**src/rtl/seq_detect_prog.sv**
```systemverilog
// seq_detect_prog: programmable serial pattern detector.
// Shifts accepted bits into a history register, flags a registered Moore
// match one clock after the matching bit, and supports overlapping or
// non-overlapping detection selected per accepted bit.
// Optional feature macro: SEQ_DETECT_MATCH_CNT_EN. When it is defined, a
// saturating match counter drives match_count. When it is undefined,
// match_count is tied to zero and no counter flops are built.
module seq_detect_prog #(
  parameter int               PAT_W   = 4,
  parameter logic [PAT_W-1:0] PAT_RST = 4'b1010,
  parameter int               CNT_W   = 8
) (
  input  logic             clk,
  input  logic             rst,
  input  logic             in,
  input  logic             in_valid,
  input  logic             overlap,
  input  logic             cfg_load,
  input  logic [PAT_W-1:0] cfg_pattern,
  output logic             detect,
  output logic [CNT_W-1:0] match_count
);

  localparam int               FILL_W    = $clog2(PAT_W + 1);
  localparam logic [FILL_W-1:0] FILL_FULL = FILL_W'(PAT_W);

  logic [PAT_W-1:0]  hist_q, hist_d;
  logic [PAT_W-1:0]  pat_q, pat_d;
  logic [FILL_W-1:0] fill_q, fill_d;
  logic              detect_q, detect_d;

  logic [PAT_W-1:0]  hist_shift;
  logic [FILL_W-1:0] fill_inc;
  logic              match;

  // Next-state logic: cfg_load outranks a data bit; a bit counts only when accepted.
  always_comb begin
    hist_shift = {hist_q[PAT_W-2:0], in};
    fill_inc   = (fill_q == FILL_FULL) ? FILL_FULL : fill_q + 1'b1;
    hist_d     = hist_q;
    fill_d     = fill_q;
    pat_d      = pat_q;
    detect_d   = 1'b0;
    match      = 1'b0;
    if (cfg_load) begin
      pat_d  = cfg_pattern;
      hist_d = '0;
      fill_d = '0;
    end else if (in_valid) begin
      match    = (fill_inc == FILL_FULL) && (hist_shift == pat_q);
      hist_d   = hist_shift;
      // Non-overlapping mode restarts the fill so a fresh PAT_W bits are needed.
      fill_d   = (match && !overlap) ? '0 : fill_inc;
      detect_d = match;
    end
  end

  // State register with synchronous reset that overrides load and data.
  always_ff @(posedge clk) begin
    if (rst) begin
      hist_q   <= '0;
      fill_q   <= '0;
      pat_q    <= PAT_RST;
      detect_q <= 1'b0;
    end else begin
      hist_q   <= hist_d;
      fill_q   <= fill_d;
      pat_q    <= pat_d;
      detect_q <= detect_d;
    end
  end

  assign detect = detect_q;

`ifdef SEQ_DETECT_MATCH_CNT_EN
  localparam logic [CNT_W-1:0] CNT_MAX = '1;

  logic [CNT_W-1:0] cnt_q, cnt_d;

  // Saturating match counter; holds at all-ones rather than wrapping.
  always_comb begin
    cnt_d = cnt_q;
    if (match && (cnt_q != CNT_MAX)) cnt_d = cnt_q + 1'b1;
  end

  // Counter register; cfg_load leaves the count untouched.
  always_ff @(posedge clk) begin
    if (rst) cnt_q <= '0;
    else     cnt_q <= cnt_d;
  end

  assign match_count = cnt_q;
`else
  assign match_count = '0;
`endif

endmodule

```
**config.mk**
```make
export PLATFORM = sky130hd
export DESIGN_NAME = seq_detect_prog
export DESIGN_NICKNAME = d
export VERILOG_FILES = /design/src/rtl/seq_detect_prog.sv
export SDC_FILE = /design/constraint.sdc
export NUM_CORES = 1
export LEC_CHECK = 0
export ABC_AREA = 1
export CAP_MARGIN = 40
export CORE_UTILIZATION = 30
export DETAILED_ROUTE_END_ITERATION = 12
export PLACE_DENSITY_LB_ADDON = 0.08
export SLEW_MARGIN = 15
export SYNTH_ARGS = -nofsm -noshare
export SYNTH_HDL_FRONTEND = slang
export SYNTH_SLANG_ARGS = --single-unit
```
**constraint.sdc**
```tcl
create_clock -name clk -period 2.8 [get_ports clk]
set_input_delay 0.42 -clock clk [delete_from_list [all_inputs] [get_ports clk]]
set_output_delay 0.42 -clock clk [all_outputs]
set_load 0.02 [all_outputs]
```
==> flow_summary.yaml <==
status:
  outcome: "finished, final reports clean"
clocking:
  ctsHoldBuffers: 0
  postCtsSetupBuffers: 0
  cts_sinks: 11
  clk_pin_slew_ns: 0.07
  cts_inserted_buffers: 3
  cts.htree.levels: 1
  root_buffer: "clkbuf_4"
  insertion_delay_ns: 0.27
  cts_tree: "done"
  cts_resized: 0
  clock_path_buffers: 2
floorplanning:
  io_pins: 19
  core_area_um2: 1800
  fp.dieH_um: 46.9
  std_cell_rows: 15
  die_x_um: 46.9
  die_area_um2: 2200
  initial_core_util_pct: 33.6
route:
  wirelength_um: 998
  viasPerCell: 4.05
  routed-via-count: 498
  drc_errors: 0
  drt_first_iter_violations: 9
  ant_nets: 0
  wl_per_cell_um: 8.11
  drt-pass1-iter-count: 3
synthesis:
  ys_ff_latch: 11
  synth_cells: 85
  avgSynthCellArea_um2: 7.12
  ys_warn_count: 0
  ys_seq_area_share_pct: 36.4
  synthDistinctLibCells: 17
  syn_area_um2: 606
place:
  portBuffers: 10
  gp_congestion: 0.705
  dp_hpwl_um: 808
layout:
  fin_nets: 111
  num-fill-cells: 200
  drive_gt1_share_pct: 11.2
  seq_area_um2: 220
  num_antenna_cells: 0
  syn2layout_area_growth_pct: 20.5
  multi_input_area_um2: 284
global_route:
  grt_pass1_vias: 412
  grt_max_degree: 8
  antenna_found_initial: 0
  grt-ovfl-total: 0
  grt_pass1_wl_um: 1710
  grt_usage_pct: 11.7
critical_path:
  worst_ep_required_time_ns: 2.38
  crit_family: "buffers and inverters"
  slowest_stage: "clkdlybuf4s50_1"
  path_buf_inv: 1
  crit_path_max_incr_delay_ns: 0.59
  cp-end-kind: "primary output"
  arrival_ns: 1.16
  path_class: "reg -> out"
  crit_fanout: 1
  crit_chain: "clkdlybuf4s50_1"
  crit_path_start_kind: "register"
flow_run:
  cap_violations: 0
sta:
  max_freq_mhz: 633
  rsz0062_at_grt: "no"
  period_minus_slack_ns: 1.58
  hold_viol_final: 0
  setup_violations: 0
  period_share_pct: 56.5
  slew_viol_final: 0
  setup_tns_ns: 0
  clock_skew_ns: 0.000899
pwr:
  ir_drop_v: 0.000176
  p_leak_nw: 0.346
  finalPower_mw: 0.334
  power_density_nw_per_um2: 458
min_path:
  min_path_type: "reg -> reg"
[sequential cells by signal, indices dropped and copies added (netlist names)]
name	count
detect	1
pat_q	4
hist_q	3
fill_q	3
[tightest hold or removal path, delay by kind of cell (launching register included)]
kind,cells,cell delay [ns]
buf+inv,1,0.07
compound gates,1,0.06
flops,1,0.31
[layout make-up]
class,count,share of cell area (%)
multi-input cells,55,38.9
well taps,25,4.29
repair buffers,10,13.7
flip-flops and latches,11,30.2
clock buffers,4,3.60
inverters,18,9.26
[routing by layer]
metal,wire length [um],up-vias,GRT usage (%)
li1,-,276,-
met1,473,208,14.3
met2,472,12,17.5
met3,40,2,4.62
met4,12,0,6.86
met5,0,-,0
[stage by stage]
| stage | worst slack [ns] | cells | utilization [%] | cell area (um^2) | hold slack [ns] |
|---|---|---|---|---|---|
| 2_1_floorplan | 1.57 | 92 | - | 632 | 0.443 |
| 3_3_place_gp | 1.21 | 119 | 39.0 | 703 | 0.462 |
| 3_5_place_dp | 1.23 | 119 | 39.0 | 703 | 0.464 |
| 4_1_cts | 1.21 | 123 | 40.5 | 729 | 0.475 |
| 5_1_grt | 1.16 | 123 | 40.5 | 729 | 0.493 |
| 6_report | 1.22 | 123 | 40.5 | 729 | 0.477 |
[where the power goes]
group          total (mW)  switching [mW]  internal [mW]
logic              0.0560          0.0336         0.0224
registers           0.168         0.00422          0.164
clock network       0.110          0.0549         0.0551
[layout by cell type (no fill, tap or decap)]
cell type and instances:
o211ai_1 1, a21oi_2 1, nand3_1 2, clkbuf_4 3, clkdlybuf4s50_1 10, nor2_1 2, nand2_1 15, nand2_2 1
clkbuf_1 1, a21oi_1 8, o21ai_0 8, nor2_2 4, conb_1 8, inv_1 18, dfxtp_1 11, nor3_2 1
ha_1 2, a211oi_1 1, nand3_2 1
[final timing paths]
check                    to  depth (start not counted)  startpoint  slack [ns]
setup / recovery     detect                          1      detect        1.22
hold / removal     pat_q[0]                          2    pat_q[0]        0.48
setup reg to reg  fill_q[2]                          8   fill_q[0]        1.44
hold reg to reg    pat_q[0]                          2    pat_q[0]        0.48
[synth_stat cells, drive strengths merged]
master / number / share of area (%)
nor3: 1 / 1.7
dfxtp: 11 / 36
a21oi: 9 / 8.1
a211oi: 1 / 1.2
o211ai: 1 / 1.2
buf: 8 / 9.9
o21ai: 8 / 6.6
nor2: 6 / 5.4
nand2: 16 / 10
ha: 2 / 4.1
inv: 18 / 11
conb: 1 / 0.62
nand3: 3 / 3.3
[kinds of logic after synthesis]
group           count (synthesis)  share of synthesized area, %
compound gates                 19                          17.2
fa+ha+maj                       2                          4.13
buf+inv                        26                          21.1
flops                          11                          36.4
other cells                     1                         0.619
simple gates                   26                          20.7
No activity file was read; power rests on OpenSTA's default activity.
